[src/rtl/nabp_mode_sequencer.sv]
// rtl/nabp_mode_sequencer.sv - angle sweep sequencer with registered per-angle scan/buffer mode (option: NABP_MODE_SEQ_ANGLE_LOAD_EN)
module nabp_mode_sequencer #(
    parameter int ANGLE_WIDTH = 10,
    parameter int ANGLE_180   = 512,
    parameter int ANGLE_STEP  = 4
) (
    input  logic                   clk,
    input  logic                   reset_n,
    input  logic                   start,
    input  logic                   abort,
    input  logic                   angle_done,
`ifdef NABP_MODE_SEQ_ANGLE_LOAD_EN
    input  logic                   angle_load,
    input  logic [ANGLE_WIDTH-1:0] angle_in,
`endif
    output logic                   busy,
    output logic                   mode_valid,
    output logic [ANGLE_WIDTH-1:0] angle,
    output logic [1:0]             sector,
    output logic                   scan_mode,
    output logic                   scan_direction,
    output logic                   buff_step_mode,
    output logic                   buff_step_direction,
    output logic                   sweep_done
);

    localparam logic [ANGLE_WIDTH-1:0] A45  = ANGLE_WIDTH'(ANGLE_180 / 4);
    localparam logic [ANGLE_WIDTH-1:0] A90  = ANGLE_WIDTH'(ANGLE_180 / 2);
    localparam logic [ANGLE_WIDTH-1:0] A135 = ANGLE_WIDTH'((3 * ANGLE_180) / 4);
    localparam logic [ANGLE_WIDTH:0]   A180_WIDE = (ANGLE_WIDTH + 1)'(ANGLE_180);
    localparam logic [ANGLE_WIDTH:0]   STEP_WIDE = (ANGLE_WIDTH + 1)'(ANGLE_STEP);

    typedef enum logic [1:0] {
        S_IDLE,
        S_LOAD,
        S_ACTIVE,
        S_DONE
    } state_t;

    state_t                 state_q;
    logic                   busy_q;
    logic                   mode_valid_q;
    logic                   sweep_done_q;
    logic [ANGLE_WIDTH-1:0] angle_q;
    logic [1:0]             sector_q;
    logic                   scan_mode_q;
    logic                   scan_direction_q;
    logic                   buff_step_mode_q;
    logic                   buff_step_direction_q;

    logic [ANGLE_WIDTH:0]   sum_d;
    logic [1:0]             sector_d;

    // Next angle one bit wider than the register so the end-of-sweep test never wraps.
    always_comb begin
        sum_d = {1'b0, angle_q} + STEP_WIDE;
    end

    // Sector of the current angle over half-open quarter intervals.
    always_comb begin
        sector_d = 2'd3;
        if (angle_q < A45) begin
            sector_d = 2'd0;
        end else if (angle_q < A90) begin
            sector_d = 2'd1;
        end else if (angle_q < A135) begin
            sector_d = 2'd2;
        end
    end

`ifdef NABP_MODE_SEQ_ANGLE_LOAD_EN
    logic [ANGLE_WIDTH-1:0] load_angle_d;

    // Out-of-range preload angles restart the sweep from zero.
    always_comb begin
        load_angle_d = angle_in;
        if ({1'b0, angle_in} >= A180_WIDE) begin
            load_angle_d = '0;
        end
    end
`endif

    // Sweep FSM with all outputs registered; abort wins over angle_done and the done pulse.
    always_ff @(posedge clk or negedge reset_n) begin
        if (!reset_n) begin
            state_q               <= S_IDLE;
            busy_q                <= 1'b0;
            mode_valid_q          <= 1'b0;
            sweep_done_q          <= 1'b0;
            angle_q               <= '0;
            sector_q              <= 2'd0;
            scan_mode_q           <= 1'b0;
            scan_direction_q      <= 1'b0;
            buff_step_mode_q      <= 1'b0;
            buff_step_direction_q <= 1'b0;
        end else begin
            sweep_done_q <= 1'b0;
            case (state_q)
                S_IDLE: begin
`ifdef NABP_MODE_SEQ_ANGLE_LOAD_EN
                    if (angle_load) begin
                        angle_q <= load_angle_d;
                        busy_q  <= 1'b1;
                        state_q <= S_LOAD;
                    end else
`endif
                    if (start) begin
                        angle_q <= '0;
                        busy_q  <= 1'b1;
                        state_q <= S_LOAD;
                    end
                end
                S_LOAD: begin
                    if (abort) begin
                        busy_q  <= 1'b0;
                        state_q <= S_IDLE;
                    end else begin
                        sector_q              <= sector_d;
                        scan_mode_q           <= (sector_d == 2'd1) || (sector_d == 2'd2);
                        scan_direction_q      <= sector_d[1];
                        buff_step_mode_q      <= (sector_d == 2'd1) || (sector_d == 2'd2);
                        buff_step_direction_q <= (sector_d != 2'd0);
                        mode_valid_q          <= 1'b1;
                        state_q               <= S_ACTIVE;
                    end
                end
                S_ACTIVE: begin
                    if (abort) begin
                        busy_q       <= 1'b0;
                        mode_valid_q <= 1'b0;
                        state_q      <= S_IDLE;
                    end else if (angle_done) begin
                        mode_valid_q <= 1'b0;
                        if (sum_d >= A180_WIDE) begin
                            sweep_done_q <= 1'b1;
                            state_q      <= S_DONE;
                        end else begin
                            angle_q <= sum_d[ANGLE_WIDTH-1:0];
                            state_q <= S_LOAD;
                        end
                    end
                end
                S_DONE: begin
                    busy_q  <= 1'b0;
                    state_q <= S_IDLE;
                end
                default: begin
                    busy_q       <= 1'b0;
                    mode_valid_q <= 1'b0;
                    state_q      <= S_IDLE;
                end
            endcase
        end
    end

    assign busy                = busy_q;
    assign mode_valid          = mode_valid_q;
    assign sweep_done          = sweep_done_q;
    assign angle               = angle_q;
    assign sector              = sector_q;
    assign scan_mode           = scan_mode_q;
    assign scan_direction      = scan_direction_q;
    assign buff_step_mode      = buff_step_mode_q;
    assign buff_step_direction = buff_step_direction_q;

endmodule

[config.mk]
export PLATFORM = sky130hd
export DESIGN_NAME = nabp_mode_sequencer
export DESIGN_NICKNAME = d
export VERILOG_FILES = /design/src/rtl/nabp_mode_sequencer.sv
export SDC_FILE = /design/constraint.sdc
export NUM_CORES = 1
export LEC_CHECK = 0
export ABC_CLOCK_PERIOD_IN_PS = 2400
export CORE_MARGIN = 10
export CORE_UTILIZATION = 39
export DETAILED_ROUTE_END_ITERATION = 6
export GPL_TIMING_DRIVEN = 0
export PLACE_DENSITY = 0.67
export SLEW_MARGIN = 20
export SYNTH_ARGS = -nofsm -noshare
export SYNTH_HDL_FRONTEND = slang
export SYNTH_SLANG_ARGS = --single-unit
[constraint.sdc]
create_clock -name clk -period 2.4 [get_ports clk]
set_input_delay 0.24 -clock clk [delete_from_list [all_inputs] [get_ports clk]]
set_output_delay 0.24 -clock clk [all_outputs]
set_load 0.02 [all_outputs]
==> flow_metrics.tcl <==
set metrics [dict create \
    grt.total_usage_pct 9.311 \
    hold_start "abort" \
    crit_path_frequent_cell "nand3_1" \
    clkLatencyLatePin_ns 0.29 \
    synth_flop_cell "dfrtp_1" \
    syn_to_final_growth_pct 25.33 \
    drc 0 \
    async_flop_share_pct 100.0 \
    rr_startpoint "state_q[0]$_DFFE_PN0P_" \
    reg2reg_to "angle[5]$_DFFE_PN0P_" \
    place_congestion 0.7845 \
    status "finished clean" \
    clock-sinks 17 \
    io_buffers 20 \
    fillers 248 \
    htreeDepth 1 \
    fmax_ghz 0.5153 \
    grt_pass1_wl_mm 4.022 \
    ys_ff_latch 17 \
    viasPerCell 5.310 \
    timing.final.ws_setup_ns 0.4593 \
    synth-edff-count 0 \
    tightest_slew_ns 0.7597 \
    grt_overflow 0 \
    drt-total-wl_mm 2.318 \
    dieHeight_um 72.07 \
    fin_skew_ns 0.004607 \
    ios 24 \
    die_area_sq_mm 0.005193 \
    start_util_pct 41.91 \
    numCtsBuffers 3 \
    tritoncts "done" \
    slowest_stage "or4_1" \
    slew_viol_final 0 \
    die_x_um 72.07 \
    grt_pass1_vias 894 \
    wire_per_inst_um 13.80 \
    clk_pin_slew_ns 0.10 \
    mostFrequentLayoutCell "clkdlybuf4s50_1" \
    powerDensity_mw_per_mm2 702.8 \
    synthesis.area_sq_mm 0.001057 \
    worstPathArrival_ns 2.17 \
    rows 18 \
    grt_max_degree 18 \
    postSynthAreaPerCell_sq_um 9.356 \
    drive_above_1_share_pct 11.59 \
    hold_path.class "input port to flop" \
    holdBufCountCts 0 \
    antenna_cells 0 \
    r2r_cells 6 \
    hold_end "mode_valid$_DFFE_PN0P_" \
    ys_warn_count 0 \
    seq_area_sq_um 425.4 \
    holdWs_ns 0.3554 \
    clockBufferDepth 2 \
    dp_slack_ns 0.4566 \
    relSlewSlack_pct 49.19 \
    max_stage_delay_ns 0.44 \
    ant_nets 0 \
    final_cell_mix "20 x clkdlybuf4s50_1, 17 x dfrtp_1, 11 x nand2_1" \
    cap_violations 0 \
    synth_cells 113 \
    multi_input_area_sq_um 560.5 \
    holdPathStages 2 \
    timing.setup.tns_ns 0 \
    ctsResizeCount 0 \
    yosysSeqAreaShare_pct 40.24 \
    dp_hpwl_mm 1.799 \
    ir_drop_v 0.0005175 \
    root_buffer "clkbuf_4" \
    yosys.cell_types.count 37 \
    core_sq_mm 0.002522 \
    p_leak_nw 0.5685 \
    crit_fanout 10 \
    critical_path_class "flop to flop" \
    fin_crit_sh_pct 80.86 \
    setup_viol 0 \
    finalHoldViolations 0 \
    antenna_found_initial 0 \
    startpoint_type "flop" \
    rsz0062_at_grt "false" \
    firstDrtPassIters 4 \
    post_cts_buffers 0 \
    cp.required_ns 2.63 \
    final_nets 151 \
    fin_crit_ns 1.941 \
    critPathCaptureType "flop" \
    num_vias 892 \
    rrSetupSlack_ns 0.46 \
    drt-initial-drc-count 35 \
    crit_chain "inv_1 > ha_1 > clkbuf_1 > nand3_1 > or4_1 > nand3_1" \
]
-- where the power goes --
group | leakage, nW | switching [mW] | internal, mW | total [mW]
Combinational | 0.326 | 0.250 | 0.169 | 0.419
Clock | 0.0150 | 0.0926 | 0.0647 | 0.157
Sequential | 0.228 | 0.0292 | 0.326 | 0.355
-- worst max-delay path by stage --
stage	startpoint	endpoint	slack, ns	cells after the start
3_5_place_dp	start	angle[7]$_DFFE_PN0P_	0.46	5
4_1_cts	state_q[0]$_DFFE_PN0P_	angle[5]$_DFFE_PN0P_	0.44	6
2_1_floorplan	angle[2]$_DFFE_PN0P_	angle[7]$_DFFE_PN0P_	0.58	5
6_report	state_q[0]$_DFFE_PN0P_	angle[5]$_DFFE_PN0P_	0.46	6
3_3_place_gp	angle_done	angle[7]$_DFFE_PN0P_	0.44	5
5_1_grt	state_q[0]$_DFFE_PN0P_	state_q[1]$_DFFE_PN0P_	0.26	7
-- worst max-delay path: cells and delay by family (launching register included) --
family,cells,cell delay [ns]
flops,1,0.39
buf+inv,2,0.51
simple gates,3,0.75
fa+ha+maj,1,0.22
-- routing by layer --
layer / GRT usage, % / wire length, um / share of wire, %
met4: 3.871 / 38 / 1.6
met3: 3.401 / 174 / 7.5
met2: 14.87 / 1076 / 46
met1: 10.94 / 1030 / 44
met5: 0 / 0 / 0
-- through the flow --
stage | area (sq um) | power (mW) | util, % | std cells
5_1_grt | 1325 | 1.016 | 52.53 | 168
6_report | 1325 | 0.9313 | 52.53 | 168
4_1_cts | 1325 | 0.9456 | 52.53 | 168
3_3_place_gp | 1299 | 0.7760 | 51.49 | 164
3_5_place_dp | 1299 | 0.7846 | 51.49 | 164
2_1_floorplan | 1061 | 0.6577 | - | 114
-- cell type report --
type	count	share of cell area (%)
Multi-Input combinational cell	81	42.30
Sequential cell	17	32.11
Timing Repair Buffer	20	15.11
Buffer	7	3.116
Tap cell	30	2.833
Inverter	9	2.550
Clock buffer	4	1.983
-- flip-flops by register name, indices dropped and copies added (netlist names) --
| name | flops |
|---|---|
| angle | 8 |
| sector | 2 |
| state_q | 2 |
| buff_step_direction | 1 |
| buff_step_mode | 1 |
| busy | 1 |
| mode_valid | 1 |
| sweep_done | 1 |
-- Yosys cell counts, types with 3 or more instances --
cell	n	area (sq um)
clkbuf_1	3	11.26
a21oi_1	4	20.02
inv_1	9	33.78
nand2_1	11	41.29
o211ai_1	3	22.52
nand2b_1	4	25.02
nand3_1	4	20.02
o21ai_0	9	45.04
nor2_1	6	22.52
dfrtp_1	17	425.4
ha_1	7	87.58
buf_4	4	30.03
-- cells by family after synthesis --
kind of cell,share of synthesized area (%)
AOI/OAI and AO/OA,18.82
adders and majority gates,8.284
buffers and inverters,7.100
DFF,40.24
muxes,3.550
other,0.3547
and+or+nand+nor,21.66
No activity file was read; power rests on OpenSTA's default activity.
